<file path="config.mk">
export PLATFORM = sky130hd
export DESIGN_NAME = ila_readout_engine
export DESIGN_NICKNAME = d
export VERILOG_FILES = /design/src/rtl/ila_pkg.sv /design/src/rtl/ila_word_serializer.sv /design/src/rtl/ila_readout_engine.sv
export SDC_FILE = /design/constraint.sdc
export NUM_CORES = 1
export LEC_CHECK = 0
export BUFFER_PORTS_ARGS = -buffer_cell sky130_fd_sc_hd__buf_2
export CAP_MARGIN = 20
export CORE_ASPECT_RATIO = 1.75
export CORE_MARGIN = 2
export CORE_UTILIZATION = 50
export CTS_BUF_LIST = sky130_fd_sc_hd__clkbuf_8
export DETAILED_ROUTE_END_ITERATION = 12
export PLACE_DENSITY = 0.79
export SYNTH_ARGS = -nofsm -noshare
export SYNTH_HDL_FRONTEND = slang
export SYNTH_SLANG_ARGS = --single-unit
</file>
<file path="constraint.sdc">
create_clock -name clk -period 3.4 [get_ports clk]
set_clock_uncertainty 0.1 [all_clocks]
set_input_delay 0.34 -clock clk [delete_from_list [all_inputs] [get_ports clk]]
set_output_delay 0.34 -clock clk [all_outputs]
set_load 0.02 [all_outputs]
</file>
<file path="src/rtl/ila_pkg.sv">
// Shared types and defaults for the internal logic analyzer blocks.
package ila_pkg;

    localparam int ILA_READOUT_WORD_WIDTH = 32;

    typedef enum logic [2:0] {
        IDLE,
        HEADER,
        FETCH,
        WAIT,
        SEND
    } ila_readout_state_t;

    typedef struct packed {
        logic busy;
        logic done;
        logic last;
    } ila_status_t;

endpackage

</file>
<file path="src/rtl/ila_word_serializer.sv">
// Holds one captured sample and hands it out one stream word at a time, least-significant word first.
module ila_word_serializer #(
    parameter int SAMPLE_WIDTH = 64,
    parameter int WORD_WIDTH   = 32
) (
    input  logic                    clk,
    input  logic                    rst_n,
    input  logic                    load,
    input  logic                    advance,
    input  logic [SAMPLE_WIDTH-1:0] sample_in,
    output logic [WORD_WIDTH-1:0]   first_word,
    output logic [WORD_WIDTH-1:0]   next_word,
    output logic                    last_word,
    output logic                    next_last
);

    localparam int WORDS_PER_SMP = (SAMPLE_WIDTH + WORD_WIDTH - 1) / WORD_WIDTH;
    localparam int PAD_WIDTH     = WORDS_PER_SMP * WORD_WIDTH;
    localparam int IDX_BITS      = (WORDS_PER_SMP > 1) ? $clog2(WORDS_PER_SMP) : 1;

    logic [PAD_WIDTH-1:0] padded_in;
    logic [PAD_WIDTH-1:0] sample_reg;
    logic [IDX_BITS-1:0]  word_idx;

    assign padded_in = PAD_WIDTH'(sample_in);

    // sample_reg keeps only the words not yet sent, shifted down so the next one sits at the bottom
    always_ff @(posedge clk or negedge rst_n) begin
        if (!rst_n) begin
            sample_reg <= '0;
            word_idx   <= '0;
        end else if (load) begin
            sample_reg <= padded_in >> WORD_WIDTH;
            word_idx   <= '0;
        end else if (advance && !last_word) begin
            sample_reg <= sample_reg >> WORD_WIDTH;
            word_idx   <= word_idx + 1'b1;
        end
    end

    assign first_word = padded_in[WORD_WIDTH-1:0];
    assign next_word  = sample_reg[WORD_WIDTH-1:0];
    assign last_word  = (int'(word_idx) == WORDS_PER_SMP - 1);
    assign next_last  = (int'(word_idx) == WORDS_PER_SMP - 2);

endmodule

</file>
<file path="src/rtl/ila_readout_engine.sv">
// Streams a completed capture buffer out oldest sample first, preceded by a header word carrying the trigger offset.
module ila_readout_engine
    import ila_pkg::*;
#(
    parameter int  DEPTH        = 1024,
    parameter int  SAMPLE_WIDTH = 64,
    parameter int  WORD_WIDTH   = ILA_READOUT_WORD_WIDTH,
    localparam int ADDR_BITS    = (DEPTH > 1) ? $clog2(DEPTH) : 1
) (
    input  logic                    clk,
    input  logic                    rst_n,
    input  logic                    start,
    input  logic                    abort,
    input  logic [ADDR_BITS-1:0]    base_ptr,
    input  logic [ADDR_BITS-1:0]    trig_offset,
    output logic                    mem_rd_en,
    output logic [ADDR_BITS-1:0]    mem_rd_addr,
    input  logic [SAMPLE_WIDTH-1:0] mem_rd_data,
    output logic                    out_valid,
    input  logic                    out_ready,
    output logic [WORD_WIDTH-1:0]   out_data,
    output logic                    out_last,
    output logic                    busy,
    output logic                    done
);

    localparam int WORDS_PER_SMP = (SAMPLE_WIDTH + WORD_WIDTH - 1) / WORD_WIDTH;
    localparam logic [ADDR_BITS-1:0] LAST_IDX = ADDR_BITS'(DEPTH - 1);

    ila_readout_state_t    state;
    logic [ADDR_BITS-1:0]  base_q;
    logic [ADDR_BITS-1:0]  sample_idx;
    logic                  load;
    logic                  advance;
    logic [WORD_WIDTH-1:0] first_word;
    logic [WORD_WIDTH-1:0] next_word;
    logic                  last_word;
    logic                  next_last;

    assign load    = (state == WAIT);
    assign advance = (state == SEND) && out_ready && !abort;

    ila_word_serializer #(
        .SAMPLE_WIDTH (SAMPLE_WIDTH),
        .WORD_WIDTH   (WORD_WIDTH)
    ) u_serializer (
        .clk        (clk),
        .rst_n      (rst_n),
        .load       (load),
        .advance    (advance),
        .sample_in  (mem_rd_data),
        .first_word (first_word),
        .next_word  (next_word),
        .last_word  (last_word),
        .next_last  (next_last)
    );

    // abort is checked ahead of the case so it beats any handshake in the same cycle
    always_ff @(posedge clk or negedge rst_n) begin
        if (!rst_n) begin
            state       <= IDLE;
            base_q      <= '0;
            sample_idx  <= '0;
            mem_rd_en   <= 1'b0;
            mem_rd_addr <= '0;
            out_valid   <= 1'b0;
            out_data    <= '0;
            out_last    <= 1'b0;
            busy        <= 1'b0;
            done        <= 1'b0;
        end else begin
            mem_rd_en <= 1'b0;
            done      <= 1'b0;
            if (abort && state != IDLE) begin
                state     <= IDLE;
                out_valid <= 1'b0;
                out_last  <= 1'b0;
                busy      <= 1'b0;
            end else begin
                case (state)
                    IDLE: begin
                        if (start && !abort) begin
                            base_q     <= base_ptr;
                            sample_idx <= '0;
                            out_data   <= WORD_WIDTH'(trig_offset);
                            out_valid  <= 1'b1;
                            out_last   <= 1'b0;
                            busy       <= 1'b1;
                            state      <= HEADER;
                        end
                    end
                    HEADER: begin
                        if (out_ready) begin
                            out_valid   <= 1'b0;
                            mem_rd_en   <= 1'b1;
                            mem_rd_addr <= base_q + sample_idx;
                            state       <= FETCH;
                        end
                    end
                    FETCH: state <= WAIT;
                    WAIT: begin
                        out_data  <= first_word;
                        out_valid <= 1'b1;
                        out_last  <= (WORDS_PER_SMP == 1) && (sample_idx == LAST_IDX);
                        state     <= SEND;
                    end
                    SEND: begin
                        if (out_ready) begin
                            if (!last_word) begin
                                out_data <= next_word;
                                out_last <= next_last && (sample_idx == LAST_IDX);
                            end else if (sample_idx == LAST_IDX) begin
                                out_valid <= 1'b0;
                                out_last  <= 1'b0;
                                busy      <= 1'b0;
                                done      <= 1'b1;
                                state     <= IDLE;
                            end else begin
                                out_valid   <= 1'b0;
                                sample_idx  <= sample_idx + 1'b1;
                                mem_rd_en   <= 1'b1;
                                mem_rd_addr <= base_q + sample_idx + 1'b1;
                                state       <= FETCH;
                            end
                        end
                    end
                    default: state <= IDLE;
                endcase
            end
        end
    end

endmodule

</file>
==> flow_metrics.tcl <==
set metrics [dict create \
    status "completed" \
    switchingPower_w 0.00202 \
    synth.net_count 612 \
    synth_edf_count 0 \
    critPathCapture "mem_rd_addr[9]" \
    tightest_slew_ps 780 \
    yosysTopAreaCell "dfrtp_1" \
    synth_cells 511 \
    cts_max_path_buffers 2 \
    ff2ff_path_depth 9 \
    ioPinCount 136 \
    critPathLaunch "sample_idx[0]" \
    p_int_w 0.00278 \
    fin_setup_tns_ps 0 \
    finalCritPeriodShare_pct 85.9 \
    port_buffers 135 \
    synth-warning-count 0 \
    grt_overflow 0 \
    ir_worst_vdd_mv 0.446 \
    grt_usage_pct 24.3 \
    pre_cts_ws_ps 526 \
    setup_viol 0 \
    dr.pass1.iters 5 \
    worst_ep_required_time_ps 3580 \
    maxCapViolations 0 \
    rsz0062_at_grt "no" \
    postSynth.asyncResetShare_pct 100 \
    fmax_mhz 342 \
    grt_pass1_wl_microns 20800 \
    wl_per_cell_microns 16.8 \
    ys_types 50 \
    drtIter0Drc 343 \
    relSlewSlack_pct 48.0 \
    die_h_microns 137 \
    cts_tree "done" \
    finalWirelength_microns 12800 \
    final_max_slew_viol_count 0 \
    layout-drive-gt1-share_pct 27.2 \
    grt_pass1_vias 4489 \
    cts_root_buf "clkbuf_8" \
    worstPathCellList "ha_1, fa_1, xor2_1, and4_1, nor3b_1, nand4_1, a2111oi_4, xnor2_1, o21ai_2" \
    worst_slack_ps 478 \
    yosys.area.top_type_share_pct 51.1 \
    regToRegEndpoint "mem_rd_addr[9]" \
    die_area_sq_mm 0.0109 \
    via_per_inst 5.78 \
    fin_nets 732 \
    hpwlAfterDp_microns 9030 \
    p_clk_share_pct 15.9 \
    critical-path-top-delay-family "simple AND/OR/NAND/NOR gates" \
    critPathArrivalTime_ps 3100 \
    hold_class "in2reg" \
    crit_path_start_kind "flip-flop" \
    grt_max_degree 87 \
    num_antenna_cells 0 \
    crit_buf_inv 0 \
    comb_power_share_pct 41.3 \
    yosysSeqAreaShare_pct 51.1 \
    via_count 4398 \
    critical-path-slowest-cell "dfrtp_1" \
    synthesis.area_sq_mm 0.00505 \
    core.rowCount 48 \
    synthToLayoutAreaGrowth_pct 19.5 \
    synth_seq_cells 103 \
    clock_latency_ps 380 \
    cp_slowest_stage_delay_ps 430 \
    drc 0 \
    min_period_ps 2920 \
    final_hold_viol_count 0 \
    clk_pin_slew_ps 110 \
    swShare_pct 42.0 \
    path_depth 9 \
    post_cts.repair.setup_buffers 0 \
    worstSetupEndpointType "flip-flop" \
    power_density_mw_per_mm2 796 \
    p_seq_share_pct 42.8 \
    p_leak_nw 2.95 \
    crit_type "reg2reg" \
    r2r_start "sample_idx[0]" \
    antenna_left 0 \
    die_width_microns 80.0 \
    htreeDepth 3 \
    synthTopCellsByArea "dfrtp_1, a22o_1, a22oi_1, nand2_1, nor2_1" \
    syn_avg_cell_area_sq_um 9.88 \
    routabilityCongestion 0.873 \
    core_sq_mm 0.00985 \
    ys.flop_type "dfrtp_1" \
    cts_buffers 9 \
    clock-sinks 103 \
    floorplan.initialDensity_pct 51.3 \
    ff2ff_setup_slack_ps 480 \
    antenna_found_initial 1 \
    critPathMaxFanout 4 \
]
-- cell usage after synthesis, types with 8 or more instances --
cell type / count
a21oi_1: 36
xnor2_1: 9
nand2_1: 65
a22o_1: 35
o21ai_0: 19
nor2_1: 57
nand4_1: 8
a22oi_1: 33
xor2_1: 10
a31oi_1: 12
ha_1: 11
clkbuf_1: 26
nor3_1: 10
dfrtp_1: 103
-- repair_timing --
item,4_1_cts,5_1_grt
hold endpoints to repair,0,41
hold buffers,0,1
resized for setup,0,0
-- worst register-to-register path, cell delays in order, from the launching register on --
cell and delay (ps):
dfrtp_1 430, ha_1 240, fa_1 420, xor2_1 270, and4_1 260, nor3b_1 260, nand4_1 240, a2111oi_4 350
xnor2_1 180, o21ai_2 60
-- metrics by stage --
stage / cells / total power [W] / cell area [sq um] / utilization [%] / hold WS (ps)
6_report: 761 / 0.00480 / 6030 / 61.2 / 51.6
5_1_grt: 761 / 0.00514 / 6030 / 61.2 / 30.0
4_1_cts: 759 / 0.00482 / 5990 / 60.8 / 30.7
3_5_place_dp: 743 / 0.00405 / 5800 / 58.9 / 370
3_3_place_gp: 743 / 0.00395 / 5800 / 58.9 / 357
2_1_floorplan: 511 / 0.00340 / 5050 / - / -55.6
-- power groups by stage --
stage / logic [W] / registers [W] / clock network [W]
after floorplan: 0.00110 / 0.00230 / 0
after global placement: 0.00191 / 0.00205 / 0
after detailed placement: 0.00199 / 0.00207 / 0
after CTS: 0.00199 / 0.00205 / 0.000781
after global routing: 0.00220 / 0.00212 / 0.000829
final: 0.00198 / 0.00205 / 0.000765
-- final cells by class --
cell class                 count  area, sq um
clock inverter                 7         66.3
timing repair buffer         144          768
clock buffer                   9          124
sequential                   103         2580
multi-input combinational    368         2320
inverter                       5         18.8
tap                          125          156
fill                         826         3820
-- cell usage in the layout, fill, tap and decap left out, types with 11 or more instances in the layout --
master     n
a31oi_1   11
a22o_1    35
a21oi_1   36
dfrtp_1  103
ha_1      11
a22oi_1   33
nor2_1    56
buf_2    134
nand2_1   65
o21ai_0   19
-- metal layers --
metal / wire length (microns) / track usage [%] / up-vias / part of all wire (%)
li1: - / - / 2092 / -
met1: 4940 / 28.1 / 2100 / 39
met2: 6640 / 42.1 / 187 / 52
met3: 933 / 7.06 / 19 / 7.3
met4: 237 / 8.76 / 0 / 1.9
met5: 0 / 0 / - / 0
-- worst min path at each step --
stage	end	cells after the start	start	slack, ps
finish	base_q[3]	3	base_ptr[3]	50
global route	base_q[3]	3	base_ptr[3]	30
CTS	base_q[3]	3	base_ptr[3]	30
detailed placement	mem_rd_addr[4]	2	mem_rd_addr[4]	370
global placement	mem_rd_addr[6]	2	mem_rd_addr[6]	360
floorplan	base_q[0]	0	rst_n	-60
-- kinds of logic after synthesis --
logic type	share of synthesized area, %
flip-flops	51.1
buffers and inverters	3.42
multiplexers	0.644
adder cells (fa/ha/maj)	3.12
AO/OA/AOI/OAI	22.4
XOR/XNOR	3.30
AND/OR/NAND/NOR	16.1
No activity file was read; power rests on OpenSTA's default activity.
